<file path="config.mk">
export PLATFORM = sky130hd
export DESIGN_NAME = jury_vote_collector
export DESIGN_NICKNAME = d
export VERILOG_FILES = /design/src/rtl/jury_vote_collector.sv
export SDC_FILE = /design/constraint.sdc
export NUM_CORES = 1
export LEC_CHECK = 0
export ABC_AREA = 1
export CAP_MARGIN = 30
export CORE_MARGIN = 8
export CORE_UTILIZATION = 58
export CTS_BUF_LIST = sky130_fd_sc_hd__clkbuf_8
export DETAILED_ROUTE_END_ITERATION = 10
export PLACE_DENSITY = 0.83
export SLEW_MARGIN = 20
export SYNTH_ARGS = -nofsm -noshare
export SYNTH_HDL_FRONTEND = slang
export SYNTH_SLANG_ARGS = --single-unit
</file>
<file path="constraint.sdc">
create_clock -name clk -period 4.7 [get_ports clk]
set_clock_uncertainty 0.05 [all_clocks]
set_input_delay 0.94 -clock clk [delete_from_list [all_inputs] [get_ports clk]]
set_output_delay 0.94 -clock clk [all_outputs]
set_load 0.02 [all_outputs]
</file>
<file path="src/rtl/jury_vote_collector.sv">
// Collects one locked 2-bit vote per juror during a timed session, tallies it and
// registers a verdict with a one-cycle done pulse. Optional macro: JURY_TIEBREAK_EN.
module jury_vote_collector #(
    parameter int N_JURORS    = 4,
    parameter int TIMEOUT_CYC = 1000,
    localparam int CNT_W      = $clog2(N_JURORS + 1)
) (
    input  logic                  clk,
    input  logic                  rst,
    input  logic                  start,
    input  logic [2*N_JURORS-1:0] J,
    output logic                  busy,
    output logic [N_JURORS-1:0]   locked,
    output logic                  done,
    output logic                  verdict,
    output logic                  tie,
    output logic                  timed_out,
    output logic [CNT_W-1:0]      approve_cnt,
    output logic [CNT_W-1:0]      reject_cnt,
    output logic [CNT_W-1:0]      abstain_cnt
);

    localparam int TW = (TIMEOUT_CYC > 1) ? $clog2(TIMEOUT_CYC) : 1;

    typedef enum logic [1:0] {
        S_IDLE,
        S_COLLECT,
        S_DECIDE
    } state_t;

    state_t                r_state;
    logic [TW-1:0]         r_timer;
    logic                  r_busy;
    logic [N_JURORS-1:0]   r_locked;
    logic                  r_done;
    logic                  r_verdict;
    logic                  r_tie;
    logic                  r_timed_out;
    logic [CNT_W-1:0]      r_approve;
    logic [CNT_W-1:0]      r_reject;
    logic [CNT_W-1:0]      r_abstain;
`ifdef JURY_TIEBREAK_EN
    logic                  r_j0_approve;
`endif

    logic [N_JURORS-1:0]   w_new;
    logic [CNT_W-1:0]      w_add_app;
    logic [CNT_W-1:0]      w_add_rej;
    logic [CNT_W-1:0]      w_add_abs;
    logic [CNT_W-1:0]      w_missing;
    logic                  w_all_locked;
    logic                  w_timeout;

    always_comb begin
        w_new     = '0;
        w_add_app = '0;
        w_add_rej = '0;
        w_add_abs = '0;
        w_missing = '0;
        for (int unsigned i = 0; i < N_JURORS; i++) begin
            if (!r_locked[i]) begin
                w_missing = w_missing + CNT_W'(1);
                if (J[2*i +: 2] != 2'b00) begin
                    w_new[i] = 1'b1;
                    case (J[2*i +: 2])
                        2'b01:   w_add_rej = w_add_rej + CNT_W'(1);
                        2'b10:   w_add_app = w_add_app + CNT_W'(1);
                        default: w_add_abs = w_add_abs + CNT_W'(1);
                    endcase
                end
            end
        end
        w_all_locked = &(r_locked | w_new);
        w_timeout    = (r_timer == TW'(TIMEOUT_CYC - 1));
    end

    always_ff @(posedge clk) begin
        if (rst) begin
            r_state     <= S_IDLE;
            r_timer     <= '0;
            r_busy      <= 1'b0;
            r_locked    <= '0;
            r_done      <= 1'b0;
            r_verdict   <= 1'b0;
            r_tie       <= 1'b0;
            r_timed_out <= 1'b0;
            r_approve   <= '0;
            r_reject    <= '0;
            r_abstain   <= '0;
`ifdef JURY_TIEBREAK_EN
            r_j0_approve <= 1'b0;
`endif
        end else begin
            r_done <= 1'b0;
            case (r_state)
                S_IDLE: begin
                    if (start) begin
                        r_state     <= S_COLLECT;
                        r_busy      <= 1'b1;
                        r_timer     <= '0;
                        r_locked    <= '0;
                        r_verdict   <= 1'b0;
                        r_tie       <= 1'b0;
                        r_timed_out <= 1'b0;
                        r_approve   <= '0;
                        r_reject    <= '0;
                        r_abstain   <= '0;
`ifdef JURY_TIEBREAK_EN
                        r_j0_approve <= 1'b0;
`endif
                    end
                end
                S_COLLECT: begin
                    r_locked  <= r_locked | w_new;
                    r_approve <= r_approve + w_add_app;
                    r_reject  <= r_reject + w_add_rej;
                    r_abstain <= r_abstain + w_add_abs;
                    r_timer   <= r_timer + TW'(1);
`ifdef JURY_TIEBREAK_EN
                    if (w_new[0] && J[1:0] == 2'b10)
                        r_j0_approve <= 1'b1;
`endif
                    // all-locked takes priority over a coincident timeout
                    if (w_all_locked) begin
                        r_state <= S_DECIDE;
                    end else if (w_timeout) begin
                        r_state     <= S_DECIDE;
                        r_timed_out <= 1'b1;
                    end
                end
                S_DECIDE: begin
                    r_abstain <= r_abstain + w_missing;
                    r_locked  <= '1;
                    r_tie     <= (r_approve == r_reject);
`ifdef JURY_TIEBREAK_EN
                    r_verdict <= (r_approve > r_reject) ||
                                 ((r_approve == r_reject) && r_j0_approve);
`else
                    r_verdict <= (r_approve > r_reject);
`endif
                    r_busy    <= 1'b0;
                    r_done    <= 1'b1;
                    r_state   <= S_IDLE;
                end
                default: begin
                    r_state <= S_IDLE;
                    r_busy  <= 1'b0;
                end
            endcase
        end
    end

    assign busy        = r_busy;
    assign locked      = r_locked;
    assign done        = r_done;
    assign verdict     = r_verdict;
    assign tie         = r_tie;
    assign timed_out   = r_timed_out;
    assign approve_cnt = r_approve;
    assign reject_cnt  = r_reject;
    assign abstain_cnt = r_abstain;

endmodule
</file>
==> out/results.txt, run 1 <==
The flow ran to the end, and the final reports show no timing, DRC or antenna violations. The internal portion of the total power is 0.4720 mW. Vertical die dimension: 78.95 um.

The part of the power in combinational logic is 31.5%, and the switching share of power is 34.28%. The total count of max-transition violations in the final report was 0; the number of endpoints with negative hold slack in the final report was 0. Measured against its own limit, the worst slew margin works out to 46.37%.

The signal on the critical path passes through clkdlybuf4s50_1 > inv_1 > ha_1 > inv_1 > ha_1 > o21ai_0 > inv_1 > ha_1 > nand2_1 > nand2_1 > ha_1 > o21ai_0 > o22ai_1 > fa_1 > xnor2_1 > inv_1 > nand3_1 > nand3_1 > a21oi_1. The area growth from synthesis to layout is 18.56%. Counting cells, the worst reg-to-reg path comes to 18. The maximum fanout along the worst path is 2. Setup repair after global routing left no endpoint under its margin.

Summed over all failing endpoints, the final setup total negative slack is 0 ps. Across all layers, the routed design uses 2,158 vias. The routed wirelength normalized by instance count came out at 11.75 um.

Multiplexer area fraction after synthesis: 0.9799%. The total number of clock tree sinks is 30, and the required time of the critical path is 4850 ps. Global routing used 17.33% of the available tracks across all layers. The run gives 333 as the synthesized instance count.

The power density normalized to cell area is 263.5 nW/um2. The top cell types in the final layout, fill and taps aside, are nand2_1 (81), inv_1 (57), ha_1 (32). The floorplan core area was 3914 um2.

The min-delay analysis places its worst path in the category flop to flop. Timing would allow up to 0.2381 GHz. In the routed design, unresolved DRC markers number 0.

After global routing the overflow that remains totals 0. Nature of the critical path endpoint: a flop. In this run the number of cells on the critical path is 19. The share of cells above drive strength 1 is 5.177%. The complex-gate fraction of the synthesized area works out to 12.57%.

29 I/O pins were placed. The via count of the first global-routing pass was 2,155. On the critical path the largest part of the delay comes from adder cells.

Post-CTS setup buffer count: 0. For the total leakage power, the log shows 1.219 nW. The clock-pin slew of the registers on the worst-case setup and hold paths was 60 ps; the arrival time reported for the critical path endpoint was 4350 ps.

Of the total synthesized cell area, the portion taken by AND, OR, NAND and NOR gates is 26.84%. In this run, CTS created clock tree buffers numbering 5. Entering global routing, the biggest net connects 22 pins.

The mean area per synthesized cell was 6.902 um2. The first global-routing pass estimated 8.956 mm of wire. The maximum single-stage delay on the critical path came out at 480 ps.

The total setup violations reported at the end of the flow was 0; the area of the die was 6233 um2. The insertion delay of the later-clocked pin in the worst-skew pair was 280 ps. For the antenna diode count, the log shows 0. TritonCTS built the clock tree. The arithmetic-cell share of the synthesized area counting full adders, half adders and majority gates works out to 20.03%.

The total number of yosys warnings was 0; the number of resized instances in the post-cts repair step was 0. IR analysis of the VDD net gives a maximum drop of 0.1177 mV. The tools report the number of max-cap violations as 0. The first TritonRoute pass finished after 4 iterations. The minimum clock period is 4200 ps, and the net count after synthesis is 379. The congestion estimate from routability-driven global placement came to 0.8057.

After synthesis, flip-flops and latches occupy 26.13% of the total area. The initial utilization of the core area, before any placement, comes to 58.73%. Detailed placement ended at an HPWL of 3.947 mm.

For the pin with the worst max-slew slack, the measured transition is 801.9 ps. In this run the remaining antenna-violating nets after routing total 0. Cell at the slowest stage of the critical path: clkdlybuf4s50_1. In this run the deepest clock path goes through 2 buffers. The ratio of final minimum period to clock period came out at 89.35%. The largest family of logic cells by synthesized area was simple AND/OR/NAND/NOR gates.

The post-layout net count is 412. In this run the critical register-to-register path is launched from locked[0]. The standard-cell row count is 23, and the number of input and output port buffers inserted is 28. The finished cells cover 2725 um2. Post-placement cell area: 2634 um2. The synthesized flop and latch total was 30; the net switching power figure was 0.2462 mW.

The number of antenna violations at the first check in global routing was 0. Using the TritonRoute via totals, the vias-per-cell ratio works out to 5.175. The routed design has 4.898 mm of wire.

The synthesized netlist contains 25 unique library cells. Clock share of power: 29.4%. After the first detailed-routing iteration, the DRC count stood at 128. The number of buffers and inverters on the critical path was 5. In this run the most critical hold path is launched from timed_out.

Final setup slack of the worst path: 500.4 ps. In this run the worst setup path begins at J[2]. The most common cell after layout, fill and taps aside was nand2_1.

The critical path start-end classification was input pin to flop. Clock tree synthesis selected as its root buffer the cell clkbuf_8. Summing the areas of all xor and xnor instances in the mapped netlist gives 3.811% of the synthesized area.

The die is 78.95 um wide. The worst hold path was traced through 2 stages. The run gives 2298 um2 as the combined area of all synthesized cells. Prior to clock tree synthesis, the placed netlist has a worst setup slack of 198.8 ps. The deepest level of the CTS H-tree is 2.

The run gives 0 as the total of hold buffers inserted after clock tree synthesis. The relative contribution of sequential cells to total power was 39.1%. STA classifies the critical path startpoint as an input pin.
==> cells by family after synthesis <==
kind of cell	Yosys count
AOI/OAI and AO/OA	55
xor gates and xnor gates	10
adders and majority gates	35
buffers and inverters	59
DFF	30
muxes	2
and+or+nand+nor	142
==> final timing paths <==
path | to | slack [ps]
setup / recovery | abstain_cnt[2] | 500
hold / removal | timed_out | 420
setup reg to reg | abstain_cnt[2] | 1300
hold reg to reg | timed_out | 420
==> sequential cells by signal, summed over array words and instances, names as in the netlist <==
name         count
r_state          2
busy             1
verdict          1
reject_cnt       3
done             1
timed_out        1
tie              1
locked           4
abstain_cnt      3
r_timer         10
approve_cnt      3
==> area by class of cell <==
class                      instances  area, um2
tap                               50      62.56
clock inverter                     2      8.758
inverter                          57      214.0
sequential                        30      600.6
fill                             358       1189
clock buffer                       6      82.58
multi-input combinational        244       1476
timing repair buffer              28      280.3
==> power by group through the flow <==
stage               Sequential (mW)  Combinational (mW)  Clock [mW]
floorplan                     0.295               0.147           0
CTS                           0.280               0.228       0.215
finish                        0.281               0.227       0.211
global placement              0.285               0.220           0
global route                  0.283               0.260       0.230
detailed placement            0.286               0.227           0
==> metrics by stage <==
stage | util (%) | instances | hold WS (ps) | power, mW
3_5_place_dp | 67.30 | 409 | 406.1 | 0.5121
6_report | 69.63 | 417 | 416.3 | 0.7182
3_3_place_gp | 67.30 | 409 | 391.4 | 0.5049
2_1_floorplan | - | 333 | 408.9 | 0.4421
4_1_cts | 69.63 | 417 | 416.6 | 0.7233
5_1_grt | 69.63 | 417 | 443.7 | 0.7725
==> synthesized netlist by cell type <==
| master | count | area, um2 |
|---|---|---|
| nand4_1 | 3 | 18.77 |
| nor2_1 | 27 | 101.4 |
| mux2_2 | 2 | 22.52 |
| fa_1 | 3 | 60.06 |
| nand3_2 | 2 | 20.02 |
| nand2_2 | 2 | 12.51 |
| nor2_4 | 2 | 22.52 |
| o21ai_0 | 19 | 95.09 |
| dfxtp_1 | 30 | 600.6 |
| nand2_1 | 81 | 304.0 |
| nand3b_1 | 3 | 22.52 |
| xnor2_1 | 4 | 35.03 |
| inv_1 | 56 | 210.2 |
| a31oi_1 | 1 | 6.260 |
| inv_2 | 1 | 3.750 |
| xor2_1 | 6 | 52.55 |
| nor3_1 | 4 | 20.02 |
| nand3_1 | 16 | 80.08 |
| a21oi_1 | 31 | 155.2 |
| o22ai_1 | 1 | 6.260 |
| clkbuf_1 | 2 | 7.510 |
| ha_1 | 32 | 400.4 |
| o21ai_2 | 2 | 17.52 |
| nor3b_1 | 2 | 15.01 |
| a21oi_2 | 1 | 8.760 |
==> worst register-to-register path: stages (launching register included) <==
cell	delay [ps]
dfxtp_1	430
inv_1	110
nand3_1	100
inv_1	50
ha_1	270
o21ai_0	220
inv_1	100
ha_1	280
nand2_1	70
nand2_1	70
ha_1	290
o21ai_0	180
o22ai_1	130
fa_1	410
xnor2_1	180
inv_1	60
nand3_1	80
nand3_1	90
a21oi_1	150
==> metal layers <==
metal | vias up | GRT usage (%) | wire [um]
met5 | - | 0 | 0
met3 | 6 | 3.725 | 235
met1 | 968 | 19.83 | 2219
met2 | 57 | 30.57 | 2368
li1 | 1127 | - | -
met4 | 0 | 7.037 | 75
Note: power is estimated with default switching activity, not from simulation.
==> run 2, diff against run 1 <==
Settings changed: SLEW_MARGIN 20 to unset.
==> results of run 2 <==
No change in the layout: final DEF, timing and power equal those of run 1.
==> run 3, diff against run 2 <==
Settings changed: CELL_PAD_IN_SITES_DETAIL_PLACEMENT set to 1, CELL_PAD_IN_SITES_GLOBAL_PLACEMENT set to 1, CORE_UTILIZATION 58 to 41, PLACE_DENSITY 0.83 to unset, PLACE_DENSITY_LB_ADDON set to 0.1.
==> run 3 against run 2 <==
  * Maximum frequency down 1.2%
  * Clock-buffer cell count fell by 1
  * Critical path depth unchanged
  * Largest power group unchanged
  * Cell count increased by 5.3%
  * Via count up 0.79%
  * Power increased by 7.5%
  * Worst setup slack worse by 50 ps
  * Worst hold slack got worse by 12 ps
  * Global-route usage decreased by 2.8 points
  * Core utilization shrank 19 points
  * Combinational power increased by 3%
  * Largest cell class unchanged
  * Highest routed layer unchanged
  * Final area grew 1.7%
==> out/results.txt, run 3 (synthesis gave the netlist of run 1 again) <==
The tools report the setup TNS as 0 ps. For the total number of clock tree sinks, the log shows 30. The first routing iteration left 55 violations.

Counting instances, the worst hold path has a depth of 2. Hold is met by 404.7 ps. Number of flip-flops under the largest register name: 10. Setup repair after global routing left no endpoint under its margin. CTS placed an instance of clkbuf_8 at the clock tree root. The critical path start-end classification was input pin to flop. In this run the worst path has a maximum fanout of 2. Port buffering added 28 buffers. Maximum clock frequency: 0.2353 GHz. After detailed routing, the number of remaining DRC violations is 0. The initial utilization of the core area, before any placement, comes to 42.00%. The smallest clock period supported by the final layout is computed as 4249 ps.

Routed wirelength normalized by instance count: 13.15 um. 0 antenna diodes ended up in the layout. Measured in cells, the most critical reg-to-reg path has a length of 18. Max-cap violations in this run came to 0. The run gives 0.7722 mW as the power after layout. The number of endpoints with negative hold slack in the final report came out at 0. After detailed placement, the total cell area comes to 2661 um2. TritonCTS built the clock tree. The cell internal power dissipation was 0.5123 mW; the arrival time reported for the critical path endpoint was 4390 ps. The worst relative slew slack is 39.98%, and the detailed-route vias per instance is 4.954. The deepest level of the CTS H-tree came out at 2.

The nature of the critical path endpoint was a flop. Of the cells placed in the final design, the portion with a size suffix greater than 1 is 5.450%. The area growth from synthesis to layout is 20.52%. Hold path endpoint: timed_out.

After clock tree synthesis, the setup repair step added 0 buffers. The vertical die dimension works out to 90.88 um. The tools report the peak supply drop as 0.1887 mV. The pre-antenna-repair detailed-routing pass consisted of 4 iterations.

No sink is reached through more buffers than the 2 on the longest clock path. In the layout the commonest cells are nand2_1 (81), inv_1 (56), ha_1 (32). After layout, the worst setup slack is 450.8 ps. The multi-input logic area is 1476 um2, and the total global routing overflow is 0.

The number of gates resized after CTS was 0. For the count of nets left with antenna violations after detail routing, the log shows 0. The region available for standard cell placement spans 5473 um2. Detailed placement ended at an HPWL of 4.643 mm. The first global-routing pass estimated 10.13 mm of wire. The run finished with clean final reports. In this run the most critical hold path is launched from timed_out. For this run, the slowest stage of the critical path takes 490 ps.

The number of antenna violations at the first check in global routing came out at 0. From left edge to right edge, the die measures 90.88 um. More flip-flops sit in one register than any other, and that register is r_timer. The total leakage power is 1.225 nW. Clock-pin slew was measured on the worst setup and hold paths at 70 ps.

In the finished design, the share of the clock period the worst path needs comes to 90.41%. The tools report the clock share of power as 33.6%. In this run the power spent charging and discharging nets is 0.2599 mW. The run gives 2,255 as the via count of the first global-routing pass. The startpoint identified for the worst register-to-register timing path is locked[0].

The cell at the slowest stage of the critical path is clkdlybuf4s50_1. The share of total power dissipated in sequential elements is 36.2%. Setup violations remaining at the end of the flow were counted as 0. The routability congestion estimate from global placement is 0.7697, and the slew at the pin closest to its max-slew limit is 897.5 ps.

The worst setup path is launched from an input pin. Global routing consumed, over all layers together, 14.57% of the routing resources. The floorplan has 27 rows.

In this run, post-CTS hold repair placed 0 buffers. For the largest net degree at the start of global routing, the log shows 22. The cell count after placement is 431. Class of the tightest hold or removal check: flop to flop. The die covers 8258 um2. Total count of max-transition violations in the final report: 0. In this run the register-to-register setup slack is 1220 ps. Net switching is 33.66% of the power.

The final layout contains routed wiring with a total length of 5.772 mm. The insertion delay of the later-clocked pin in the worst-skew pair was 280 ps; the final standard cell count with taps included and fillers excluded was 439. For this run, the share of the core covered by cells in the final layout is 50.62%. For the via count, the log shows 2,175. The critical path goes through clkdlybuf4s50_1 > inv_1 > ha_1 > inv_1 > ha_1 > o21ai_0 > inv_1 > ha_1 > nand2_1 > nand2_1 > ha_1 > o21ai_0 > o22ai_1 > fa_1 > xnor2_1 > inv_1 > nand3_1 > nand3_1 > a21oi_1. The worst flop-to-flop path endpoint is abstain_cnt[2].

Most common cell after layout, fill and taps aside: nand2_1. The power density normalized to cell area works out to 278.8 nW/um2. In the final layout, flip-flops and latches occupy 600.6 um2.

The I/O pin count is 29, and the layout filler cell count is 718. In the final design database the tool counted 412 nets. The required time of the critical path came out at 4840 ps.

The minimum setup slack after placement was 122.0 ps; the post-route cell area was 2770 um2. The number of CTS-inserted buffers came out at 5. Per report_power, the combinational group accounts for 30.2% of the total.
## run 3: cell types whose count changed in the layout (fill, tap and decap cells not counted)
cell       change
clkinv_2       +1
inv_1          -1
clkbuf_8       -1
bufinv_16      +1
## run 3: power by group through the flow
stage	registers, mW	logic, mW	clock network, mW
final	0.280	0.233	0.259
after detailed placement	0.286	0.235	0
after global placement	0.285	0.227	0
after floorplan	0.295	0.147	0
after CTS	0.280	0.238	0.266
after global routing	0.282	0.268	0.277
## run 3: how the worst max path moves through the flow
stage	startpoint	slack, ps	depth (start not counted)	to
floorplan	J[2]	1000	18	abstain_cnt[2]
finish	J[2]	450	19	abstain_cnt[2]
global placement	J[2]	260	19	abstain_cnt[2]
CTS	J[2]	410	19	abstain_cnt[2]
detailed placement	J[2]	120	19	abstain_cnt[2]
global route	J[2]	180	19	abstain_cnt[2]
## run 3: final cells by class
type / instances / share of cell area [%]
tap: 72 / 3.252
clock inverter: 3 / 1.445
timing repair buffer: 28 / 10.12
clock buffer: 5 / 2.484
multi-input combinational: 244 / 53.30
inverter: 57 / 7.724
sequential: 30 / 21.68
## run 3: metal layers
layer  GRT usage, %  routed length (um)
met3          3.658                 197
met4          4.093                  64
met5              0                   0
met1          17.32                2779
met2          25.15                2731
## run 3: critical path, delay by kind of cell
family                     cells  cell delay, ps
AOI/OAI and AO/OA              4             690
xor gates and xnor gates       1             200
adders and majority gates      5            1510
buffers and inverters          5             760
and+or+nand+nor                4             290
